===== config.mk =====
export PLATFORM = sky130hd
export DESIGN_NAME = debounce_multi
export DESIGN_NICKNAME = d
export VERILOG_FILES = /design/src/rtl/debounce_multi.sv
export SDC_FILE = /design/constraint.sdc
export NUM_CORES = 1
export LEC_CHECK = 0
export ABC_AREA = 0
export ABC_CLOCK_PERIOD_IN_PS = 3200
export CORE_MARGIN = 1
export CORE_UTILIZATION = 45
export DETAILED_ROUTE_END_ITERATION = 8
export GPL_ROUTABILITY_DRIVEN = 0
export MAX_ROUTING_LAYER = met4
export PLACE_DENSITY = 0.66
export SLEW_MARGIN = 15
export SYNTH_ARGS = -nofsm -noshare
export SYNTH_HDL_FRONTEND = slang
export SYNTH_SLANG_ARGS = --single-unit

===== constraint.sdc =====
create_clock -name CLK100HZ -period 3.2 [get_ports CLK100HZ]
set_input_delay 0.64 -clock CLK100HZ [delete_from_list [all_inputs] [get_ports CLK100HZ]]
set_output_delay 0.64 -clock CLK100HZ [all_outputs]
set_load 0.02 [all_outputs]

===== src/rtl/debounce_multi.sv =====
// N-channel button debouncer: per-channel synchroniser, stability counter, press/release pulses.
// Define AUTO_REPEAT_EN to add per-channel auto-repeat pulses on btn_rep while a button is held.

module debounce_multi_lane #(
  parameter int SYNC_STAGES   = 2,
  parameter int STABLE_CYCLES = 4,
  parameter int REPEAT_DELAY  = 100,
  parameter int REPEAT_PERIOD = 25
) (
  input  logic clk_i,
  input  logic rst_i,
  input  logic btn_i,
  output logic out_o,
  output logic rise_o,
  output logic fall_o,
  output logic rep_o
);
  localparam int CW = $clog2(STABLE_CYCLES + 1);
  localparam logic [CW-1:0] LAST = CW'(STABLE_CYCLES - 1);

  logic [SYNC_STAGES-1:0] sync_q, sync_d;
  logic [CW-1:0]          cnt_q, cnt_d;
  logic                   out_q, out_d;
  logic                   rise_q, rise_d;
  logic                   fall_q, fall_d;
  logic                   s;

  assign s = sync_q[SYNC_STAGES-1];

  always_comb begin
    sync_d = {sync_q[SYNC_STAGES-2:0], btn_i};
    cnt_d  = '0;
    out_d  = out_q;
    rise_d = 1'b0;
    fall_d = 1'b0;
    // any sample that agrees with the debounced state restarts the count
    if (s != out_q) begin
      if (cnt_q == LAST) begin
        out_d  = ~out_q;
        rise_d = ~out_q;
        fall_d = out_q;
      end else begin
        cnt_d = cnt_q + 1'b1;
      end
    end
  end

  always_ff @(posedge clk_i) begin
    if (rst_i) begin
      sync_q <= '0;
      cnt_q  <= '0;
      out_q  <= 1'b0;
      rise_q <= 1'b0;
      fall_q <= 1'b0;
    end else begin
      sync_q <= sync_d;
      cnt_q  <= cnt_d;
      out_q  <= out_d;
      rise_q <= rise_d;
      fall_q <= fall_d;
    end
  end

  assign out_o  = out_q;
  assign rise_o = rise_q;
  assign fall_o = fall_q;

`ifdef AUTO_REPEAT_EN
  localparam int RMAX = (REPEAT_DELAY > REPEAT_PERIOD) ? REPEAT_DELAY : REPEAT_PERIOD;
  localparam int RW   = $clog2(RMAX + 1);

  logic [RW-1:0] rcnt_q, rcnt_d;
  logic          rep_q, rep_d;

  // counter holds cycles remaining until the next repeat; reloads at 1
  always_comb begin
    rcnt_d = '0;
    rep_d  = 1'b0;
    if (rise_d) begin
      rcnt_d = RW'(REPEAT_DELAY);
    end else if (out_d) begin
      if (rcnt_q == RW'(1)) begin
        rep_d  = 1'b1;
        rcnt_d = RW'(REPEAT_PERIOD);
      end else begin
        rcnt_d = rcnt_q - 1'b1;
      end
    end
  end

  always_ff @(posedge clk_i) begin
    if (rst_i) begin
      rcnt_q <= '0;
      rep_q  <= 1'b0;
    end else begin
      rcnt_q <= rcnt_d;
      rep_q  <= rep_d;
    end
  end

  assign rep_o = rep_q;
`else
  assign rep_o = 1'b0;
`endif
endmodule

module debounce_multi #(
  parameter int N             = 4,
  parameter int SYNC_STAGES   = 2,
  parameter int STABLE_CYCLES = 4,
  parameter int REPEAT_DELAY  = 100,
  parameter int REPEAT_PERIOD = 25
) (
  input  logic         CLK100HZ,
  input  logic         rst,
  input  logic [N-1:0] btn_in,
  output logic [N-1:0] btn_out,
  output logic [N-1:0] btn_rise,
  output logic [N-1:0] btn_fall,
  output logic [N-1:0] btn_rep
);
  for (genvar g = 0; g < N; g++) begin : g_lane
    debounce_multi_lane #(
      .SYNC_STAGES  (SYNC_STAGES),
      .STABLE_CYCLES(STABLE_CYCLES),
      .REPEAT_DELAY (REPEAT_DELAY),
      .REPEAT_PERIOD(REPEAT_PERIOD)
    ) u_lane (
      .clk_i (CLK100HZ),
      .rst_i (rst),
      .btn_i (btn_in[g]),
      .out_o (btn_out[g]),
      .rise_o(btn_rise[g]),
      .fall_o(btn_fall[g]),
      .rep_o (btn_rep[g])
    );
  end
endmodule


# Word level (Yosys, flattened, before mapping)
# Index checks and enable logic that the tools add are counted.
# word_totals
input_bits	6
regBits	32
# op_classes
n_reduce_logical	12
n_addsub	4
n_eq_ne	8
n_bitwise	12
# ops
operator	n
$reduce_or 3->1	8
$add 3x1->3 const B	4
$eq 3x2->1 const B	4
$not 1->1	12
$reduce_and 2->1	4
$ne 1x1->1	4

# Depth between registers and ports, before layout
# Gate-level depths: netlist of run 1.
# logic_depth
depth_word	3
ltp_mapped	4
depth_no_buf	4

# Modules after synthesis
# From an unflattened synthesis of run 1, not the netlist that was laid out.
# unflattened
cells_unflattened	92
area_unflattened_um2	1151.1
# modules_own_cells
mod	cells_each	seq_area_each_um2	area_each_um2	n_inst
debounce_multi_lane	23	160.2	287.8	4

# Worst setup path after synthesis of run 1
# Ideal clock, no wire load.
# synth_timing
path_type	reg-to-output
startpoint	reg g_lane[1].u_lane.out_q
endpoint	out btn_out[1]
stages_incl_launch_ff	2
path_slack_ns	2.046
required_ns	2.560
path_buffers	1
t_arrival_ns	0.514
cell_sequence	dfxtp_1 buf_4
# synth_rtl
item	line	source
start, declared	23	logic out_q, out_d;
start signal, assigned	58	out_q <= out_d;
end, declared	117	output logic [N-1:0] btn_out,
# No word-level cell between the ends.

# Worst setup path in the final report of run 1
# layout_timing
startpoint	reg g_lane[0].u_lane.out_q
endpoint	out btn_out[0]
# layout_rtl
item	line
start, declared	23
start signal, assigned	58
# No word-level cell between the ends.

==> flow_summary.json, run 1 <==
{
  "outcome": "finished clean",
  "dieArea_um2": 3020,
  "path_depth": 1,
  "initial_utilization_pct": 49.1,
  "clk_latency_ns": 0.32,
  "drtIter0Drc": 10,
  "synth.area.mux_share_pct": 3.17,
  "post-route-period-util_pct": 62.5,
  "rsz0062_at_grt": "false",
  "syn-mean-instance-area_um2": 12.1,
  "regArea_um2": 641,
  "htreeDepth": 2,
  "netlist_instances": 104,
  "clock_path_buffers": 2,
  "nFillCells": 239,
  "rows": 18,
  "numPortBuffers": 17,
  "slew_violations": 0,
  "cts_tree": "yes",
  "first_pass_iters": 3,
  "drc_errors": 0,
  "finalClockSkew_ns": 0.00334,
  "antenna_found_initial": 0,
  "final-hold-violation-count": 0,
  "netlist_area_um2": 1260,
  "leakagePower_uw": 0.000509,
  "grt_max_degree": 27,
  "ys_warn_count": 0,
  "hold_buffers": 0,
  "critPathKind": "register to output port",
  "cp.required_ns": 2.56,
  "holdWs_ns": 0.450,
  "cts_buffers": 5,
  "hp-class": "register to register",
  "cts_resized": 0,
  "die_y_um": 54.9,
  "clkSlewWorstSetupHoldPaths_ns": 0.09,
  "viasPerCell": 4.72,
  "diodes": 0,
  "overflow": 0,
  "crit_fanout": 5,
  "worst_path_dominant_cell_family": "buffers and inverters",
  "slew_headroom_pct": 35.3,
  "hpwl_um": 994,
  "startpoint_type": "register",
  "reg2reg_depth": 4,
  "slowest_stage": "clkdlybuf4s50_1",
  "drt-wirelength-per-cell_um": 10.2,
  "root_buffer": "clkbuf_4",
  "area_growth_pct": 11.7,
  "cp-end-kind": "output port",
  "pre_cts_slack_ns": 0.976,
  "total_power_uw": 665,
  "multi_input_area_um2": 479,
  "synth_adder_area_share_pct": 7.94,
  "finalWorstSetupSlack_ns": 1.20,
  "worstMarginPinSlew_ns": 0.967,
  "cts.sinks": 32,
  "crit_buf_inv": 1,
  "post_cts_buffers": 0,
  "setup_viol": 0,
  "finalSetupTns_ns": 0,
  "synth_cell_types": 15,
  "synth_compound_area_share_pct": 0,
  "crit_arrival_ns": 1.36,
  "power.density_nw_per_um2": 472,
  "ant_nets": 0,
  "synth_seq_cells": 32,
  "peakVddDrop_mv": 0.360,
  "crit_path_cell_trace": "clkdlybuf4s50_1",
  "max_stage_delay_ns": 0.63,
  "drive_above_1_share_pct": 17.5,
  "via_count": 680,
  "die_x_um": 54.9,
  "timing.fmax_ghz": 0.500,
  "grt_pass1_vias": 641,
  "core_um2": 2570,
  "pin_count": 22,
  "hold_path_depth": 1,
  "max_cap_violations": 0,
  "period_needed_ns": 2.00,
  "synthSimpleGateAreaFrac_pct": 22.9,
  "fin_nets": 127,
  "wirelength_mm": 1.47,
  "synth_top_family_by_area": "simple AND/OR/NAND/NOR gates",
  "gr-usage-all-layers_pct": 13.5,
  "yosysSeqAreaShare_pct": 50.8,
  "yosys.area_share.xor_xnor_pct": 2.78,
  "grt_pass1_wl_mm": 2.62
}
-- metrics by stage --
step                      util (%)  area, um^2  instances
after global placement        52.6        1350        136
after global routing          54.9        1410        144
after CTS                     54.9        1410        144
after floorplan                  -        1270        107
after detailed placement      52.6        1350        136
final                         54.9        1410        144
-- layout make-up --
class                      count  area share [%]
sequential                    32            45.5
inverter                       4            1.07
tap                           30            2.66
multi-input combinational     52            34.0
timing repair buffer          18            12.6
clock buffer                   8            4.17
-- final timing paths --
kind	from	end	slack [ns]
setup / recovery	g_lane[0].u_lane.out_o$_SDFFE_PP0P_	btn_out[0]	1.20
hold reg to reg	g_lane[0].u_lane.cnt_q[0]$_SDFF_PP0_	g_lane[0].u_lane.cnt_q[0]$_SDFF_PP0_	0.45
hold / removal	g_lane[0].u_lane.cnt_q[0]$_SDFF_PP0_	g_lane[0].u_lane.cnt_q[0]$_SDFF_PP0_	0.45
setup reg to reg	g_lane[0].u_lane.cnt_q[0]$_SDFF_PP0_	g_lane[0].u_lane.out_o$_SDFFE_PP0P_	1.98
-- cells in the mapped netlist --
| cell | instances | area [um^2] |
|---|---|---|
| dfxtp_1 | 32 | 641 |
| buf_4 | 17 | 128 |
| ha_1 | 8 | 100 |
| nor2b_1 | 8 | 50.1 |
| and4bb_2 | 6 | 75.1 |
| nor4_1 | 5 | 31.3 |
| inv_1 | 4 | 15.0 |
| mux2i_1 | 4 | 40.0 |
| nor2_1 | 4 | 15.0 |
| nor4b_2 | 4 | 60.1 |
| xnor2_1 | 4 | 35.0 |
| nor4_2 | 3 | 37.5 |
| buf_2 | 2 | 10.0 |
| nor4bb_1 | 2 | 20.0 |
| conb_1 | 1 | 3.75 |
-- worst register-to-register path, stage by stage, from the launching register on --
cell and delay, ns:
dfxtp_1 0.35, ha_1 0.16, ha_1 0.29, mux2i_1 0.23, nor2_1 0.05
-- cell usage in the layout (no fill, tap or decap), drive strengths merged --
master,instances
inv,4
mux2i,4
conb,4
nor2b,8
and4bb,6
dfxtp,32
nor4,8
nor4bb,2
nor4b,4
clkbuf,8
buf,1
xnor2,4
clkdlybuf4s50,17
nor2,4
ha,8
-- flip-flops by register name, summed over array words and instances (netlist names) --
| register | cells |
|---|---|
| g_lane.u_lane.cnt_q | 12 |
| g_lane.u_lane.out_o | 4 |
| g_lane.u_lane.rise_o | 4 |
| g_lane.u_lane.fall_o | 4 |
| g_lane.u_lane.sync_q | 8 |
-- report_power, final --
group	switching, uW	internal (uW)	leakage [uW]	total, uW
registers	3.45	404	0.000260	408
clock network	122	108	0.0000326	230
logic	14.3	12.8	0.000216	27.0
-- layer usage --
metal | vias to the layer above | GRT usage, % | wire length, um
met3 | 7 | 5.74 | 83
met5 | - | - | 0
met1 | 293 | 14.7 | 696
met4 | 0 | 10.0 | 47
met2 | 18 | 19.5 | 642
li1 | 362 | - | -
-- logic make-up (layout without fill, tap and decap cells) --
logic type | after synthesis | count (layout)
flops | 32 | 32
simple gates | 32 | 32
buf+inv | 23 | 30
fa+ha+maj | 8 | 8
xor+xnor | 4 | 4
mux | 4 | 4
other cells | 1 | 4
(Power assumes the default switching activity.)
==> run 2: changes to the inputs <==
--- a/config.mk
+++ b/config.mk
@@ -6,13 +6,13 @@
 export NUM_CORES = 1
 export LEC_CHECK = 0
 export ABC_AREA = 0
-export ABC_CLOCK_PERIOD_IN_PS = 3200
+export ABC_CLOCK_PERIOD_IN_PS = 1600
 export CORE_MARGIN = 1
 export CORE_UTILIZATION = 45
 export DETAILED_ROUTE_END_ITERATION = 8
 export GPL_ROUTABILITY_DRIVEN = 0
 export MAX_ROUTING_LAYER = met4
-export PLACE_DENSITY = 0.66
+export PLACE_DENSITY = 0.68
 export SLEW_MARGIN = 15
 export SYNTH_ARGS = -nofsm -noshare
 export SYNTH_HDL_FRONTEND = slang
==> constraint.sdc (replaced) <==
create_clock -name CLK100HZ -period 1.6 [get_ports CLK100HZ]
set_input_delay 0.32 -clock CLK100HZ [delete_from_list [all_inputs] [get_ports CLK100HZ]]
set_output_delay 0.32 -clock CLK100HZ [all_outputs]
set_load 0.02 [all_outputs]
==> flow_summary.json, run 2 (synthesis gave the netlist of run 1 again) <==
{
  "hold_buffers": 0,
  "cts_resized": 4,
  "grt_pass1_vias": 571,
  "root_buffer": "clkbuf_4",
  "final_area_um2": 1430,
  "nFillCells": 226,
  "max_stage_delay_ns": 0.59,
  "die_x_um": 54.9,
  "p_seq_share_pct": 61.0,
  "reg_top3": "g_lane.u_lane.cnt_q: 12 flops, g_lane.u_lane.sync_q: 8 flops",
  "crit_path_cell_trace": "clkdlybuf4s50_1",
  "pin_count": 22,
  "max_cap_violations": 0,
  "clockPowerShare_pct": 34.7,
  "reg2reg_depth": 3,
  "slowest_stage": "clkdlybuf4s50_1",
  "antenna_found_initial": 0,
  "viasPerCell": 4.78,
  "place_inst": 136,
  "final-hold-violation-count": 0,
  "htreeDepth": 2,
  "dpl_cell_area_um2": 1360,
  "gr-usage-all-layers_pct": 12.2,
  "largest_reg_flops": 12,
  "cts_buffers": 5,
  "power.density_nw_per_um2": 936,
  "finalClockSkew_ns": 0.00226,
  "drt-wirelength-per-cell_um": 10.5,
  "fin_nets": 127,
  "final_cells": 144,
  "die_y_um": 54.9,
  "grt_pass1_wl_mm": 2.36,
  "worstReg2RegStart": "g_lane[1].u_lane.cnt_q[0]$_SDFF_PP0_",
  "cts_tree": "yes",
  "rows": 18,
  "p_switching_uw": 284,
  "cts.sinks": 32,
  "overflow": 0,
  "area_growth_pct": 13.3,
  "cp-end-kind": "output port",
  "slew_violations": 0,
  "post-route-period-util_pct": 96.4,
  "rsz0062_at_grt": "false",
  "startpoint": "g_lane[2].u_lane.rise_o$_SDFF_PP0_",
  "outcome": "finished clean",
  "mostFrequentLayoutCell": "dfxtp_1",
  "p_comb_share_pct": 4.3,
  "final_cell_mix": "dfxtp_1 (32), nor2b_1 (8), ha_1 (8), clkdlybuf4s50_1 (8), and4bb_2 (6)",
  "post_cts_buffers": 0,
  "initial_utilization_pct": 49.1,
  "diodes": 0,
  "largest_register": "g_lane.u_lane.cnt_q",
  "numPortBuffers": 17,
  "hpwl_mm": 1.04,
  "clkSlewWorstSetupHoldPaths_ns": 0.09,
  "startpoint_type": "register",
  "crit_buf_inv": 1,
  "peakVddDrop_mv": 0.687,
  "drive_above_1_share_pct": 17.5,
  "worst_path_dominant_cell_family": "buffers and inverters",
  "leakagePower_uw": 0.000627,
  "worstHoldStart": "g_lane[0].u_lane.cnt_q[0]$_SDFF_PP0_",
  "critPathKind": "register to output port",
  "clk_latency_ns": 0.32,
  "drc_errors": 0,
  "first_pass_iters": 3,
  "cp-endpoint": "btn_rise[2]",
  "p_int_uw": 1050,
  "core_um2": 2570,
  "setup_viol": 0,
  "r2r_slack_ns": 0.41,
  "crit_arrival_ns": 1.22,
  "crit_fanout": 1,
  "period_needed_ns": 1.54,
  "dieArea_um2": 3020,
  "via_count": 689,
  "grt_max_degree": 33,
  "clock_path_buffers": 2,
  "wirelength_mm": 1.52,
  "path_depth": 1,
  "cp.required_ns": 1.28,
  "ant_nets": 0,
  "finalSetupTns_ns": 0,
  "timing.fmax_ghz": 0.648,
  "swShare_pct": 21.2,
  "drtIter0Drc": 1,
  "hp-class": "register to register",
  "r2r-end": "g_lane[1].u_lane.rise_o$_SDFF_PP0_"
}
-- run 2: cell types whose count changed in the layout (fill, tap and decap cells not counted), sizes merged --
cell	previous run	this run
clkdlybuf4s50	17	8
dlygate4sd2	0	4
dlymetal6s2s	0	5
-- run 2: per-layer routing --
layer	track usage, %	wire [um]	vias up
met5	-	0	-
li1	-	-	355
met3	5.74	71	6
met1	12.6	668	315
met4	10.0	45	0
met2	17.5	731	13
-- run 2: how the worst min path moves through the flow --
| stage | end | slack (ns) | depth (start not counted) |
|---|---|---|---|
| floorplan | g_lane[0].u_lane.cnt_q[0]$_SDFF_PP0_ | 0.41 | 1 |
| global placement | g_lane[0].u_lane.cnt_q[0]$_SDFF_PP0_ | 0.42 | 1 |
| detailed placement | g_lane[0].u_lane.cnt_q[0]$_SDFF_PP0_ | 0.42 | 1 |
| CTS | g_lane[0].u_lane.cnt_q[0]$_SDFF_PP0_ | 0.44 | 1 |
| global route | g_lane[0].u_lane.cnt_q[0]$_SDFF_PP0_ | 0.46 | 1 |
| finish | g_lane[0].u_lane.cnt_q[0]$_SDFF_PP0_ | 0.43 | 1 |
-- run 2: power by group through the flow --
stage / combinational, uW / clock, uW / sequential, uW
finish: 58.0 / 464 / 816
global route: 64.7 / 517 / 818
CTS: 58.8 / 484 / 816
detailed placement: 58.9 / 0 / 834
global placement: 57.4 / 0 / 834
floorplan: 46.6 / 0 / 832
-- run 2: area by class of cell --
| class | count | area, um^2 | share of cell area (%) |
|---|---|---|---|
| Clock buffer | 8 | 58.8 | 4.12 |
| Timing Repair Buffer | 18 | 198 | 13.8 |
| Multi-Input combinational cell | 52 | 479 | 33.5 |
| Inverter | 4 | 15.0 | 1.05 |
| Tap cell | 30 | 37.5 | 2.63 |
| Sequential cell | 32 | 641 | 44.8 |
-- run 2: per-stage QoR --
step	power (uW)	hold WS (ns)	utilization, %	setup WS [ns]
5_1_grt	1400	0.459	55.7	0.00830
3_5_place_dp	893	0.423	53.1	0.199
2_1_floorplan	879	0.408	-	0.523
3_3_place_gp	891	0.416	53.1	0.209
6_report	1340	0.433	55.7	0.0578
4_1_cts	1360	0.441	55.2	0.0224
==> run 3: changes to the inputs <==
--- a/config.mk
+++ b/config.mk
@@ -8,11 +8,12 @@
 export ABC_AREA = 0
 export ABC_CLOCK_PERIOD_IN_PS = 1600
 export CORE_MARGIN = 1
-export CORE_UTILIZATION = 45
+export CORE_UTILIZATION = 46
 export DETAILED_ROUTE_END_ITERATION = 8
 export GPL_ROUTABILITY_DRIVEN = 0
 export MAX_ROUTING_LAYER = met4
-export PLACE_DENSITY = 0.68
+export PLACE_DENSITY = 0.7
+export SETUP_SLACK_MARGIN = 0.05
 export SLEW_MARGIN = 15
 export SYNTH_ARGS = -nofsm -noshare
 export SYNTH_HDL_FRONTEND = slang
==> flow_summary.json, run 3 (synthesis gave the netlist of run 1 again) <==
{
  "final_cell_mix": "dfxtp_1 (32), dlygate4sd2_1 (12), nor2b_1 (8), ha_1 (8), and4bb_2 (6)",
  "outcome": "finished clean",
  "crit_buf_inv": 1,
  "viasPerCell": 4.74,
  "clock_path_buffers": 2,
  "largest_reg_flops": 12,
  "reg_top3": "g_lane.u_lane.cnt_q: 12 flops, g_lane.u_lane.sync_q: 8 flops",
  "diodes": 0,
  "timing.fmax_ghz": 0.714,
  "period_needed_ns": 1.40,
  "overflow": 0,
  "hpwl_mm": 1.01,
  "wirelength_mm": 1.48,
  "critPathKind": "register to output port",
  "core_um2": 2540,
  "first_pass_iters": 3,
  "cts.sinks": 32,
  "die_x_um": 54.4,
  "setup_viol": 0,
  "dieArea_um2": 2960,
  "route.met2.wl_um": 675,
  "leakagePower_uw": 0.000572,
  "cp-end-kind": "output port",
  "grt_pass1_vias": 561,
  "drc_errors": 0,
  "slowest_stage": "dfxtp_1",
  "crit_path_cell_trace": "dlygate4sd2_1",
  "die_y_um": 54.4,
  "root_buffer": "clkbuf_4",
  "area_growth_pct": 11.5,
  "final-hold-violation-count": 0,
  "initial_utilization_pct": 49.6,
  "largest_register": "g_lane.u_lane.cnt_q",
  "rows": 18,
  "crit_fanout": 5,
  "finalClockSkew_ns": 0.00374,
  "fin_nets": 127,
  "mostFrequentLayoutCell": "dfxtp_1",
  "via_count": 682,
  "max_stage_delay_ns": 0.41,
  "post-route-period-util_pct": 87.5,
  "rsz0062_at_grt": "false",
  "wl_met3_um": 61,
  "drive_above_1_share_pct": 17.5,
  "startpoint_type": "register",
  "slew_violations": 0,
  "ant_nets": 0,
  "gr-usage-all-layers_pct": 13.3,
  "power.density_nw_per_um2": 949,
  "cts_tree": "yes",
  "hold_buffers": 0,
  "finalSetupTns_ns": 0,
  "holdWs_ns": 0.438,
  "cp.required_ns": 1.28,
  "post_cts_buffers": 0,
  "htreeDepth": 2,
  "peakVddDrop_mv": 0.608,
  "cts_buffers": 5,
  "clkSlewWorstSetupHoldPaths_ns": 0.08,
  "dpl_cell_area_um2": 1360,
  "drtIter0Drc": 3,
  "worst_path_dominant_cell_family": "flip-flops",
  "highest_layer": "met4",
  "nFillCells": 241,
  "met1Wirelength_um": 702,
  "clk_latency_ns": 0.32,
  "max_cap_violations": 0,
  "final_area_um2": 1410,
  "grt_pass1_wl_mm": 2.48,
  "cts_resized": 12,
  "numPortBuffers": 17,
  "grt_max_degree": 33,
  "hp-class": "register to register",
  "crit_arrival_ns": 1.08,
  "antenna_found_initial": 0,
  "drt-wirelength-per-cell_um": 10.3,
  "pin_count": 22
}
[run 3: changes by cell type in the layout (fill, tap and decap cells not counted)]
| cell | before | now |
|---|---|---|
| clkdlybuf4s50_1 | 8 | 5 |
| dlymetal6s2s_1 | 5 | 0 |
| dlygate4sd2_1 | 4 | 12 |
[run 3: layout make-up]
| type | count | area [um^2] | area share [%] |
|---|---|---|---|
| Inverter | 4 | 15.0 | 1.07 |
| Tap cell | 30 | 37.5 | 2.67 |
| Sequential cell | 32 | 641 | 45.6 |
| Clock buffer | 8 | 58.8 | 4.18 |
| Timing Repair Buffer | 18 | 175 | 12.5 |
| Multi-Input combinational cell | 52 | 479 | 34.1 |
[run 3: power by group]
group	leakage, uW	switching (uW)	internal (uW)
Clock	0.0000326	245	217
Combinational	0.000279	29.4	28.8
Sequential	0.000260	6.81	808
Total	0.000572	281	1050
[run 3: final timing paths]
path | depth (start not counted) | slack (ns) | endpoint | from
setup / recovery | 1 | 0.20 | btn_out[1] | g_lane[1].u_lane.out_o$_SDFFE_PP0P_
hold / removal | 1 | 0.44 | g_lane[1].u_lane.cnt_q[0]$_SDFF_PP0_ | g_lane[1].u_lane.cnt_q[0]$_SDFF_PP0_
setup reg to reg | 3 | 0.39 | g_lane[2].u_lane.cnt_q[2]$_SDFF_PP0_ | g_lane[2].u_lane.cnt_q[0]$_SDFF_PP0_
hold reg to reg | 1 | 0.44 | g_lane[1].u_lane.cnt_q[0]$_SDFF_PP0_ | g_lane[1].u_lane.cnt_q[0]$_SDFF_PP0_
[run 3: stage by stage]
step | util (%) | power [uW] | setup slack, ns | std cells
after global routing | 55.3 | 1410 | 0.0898 | 144
after CTS | 55.3 | 1350 | 0.176 | 144
after floorplan | - | 879 | 0.523 | 107
final | 55.3 | 1330 | 0.199 | 144
after detailed placement | 53.5 | 892 | 0.199 | 136
after global placement | 53.5 | 891 | 0.212 | 136
[run 3: metal layers]
metal  vias up  GRT usage, %
li1        359             -
met1       304          14.2
met2        14          18.1
met3         5          9.17
met4         0          7.69
met5         -             -
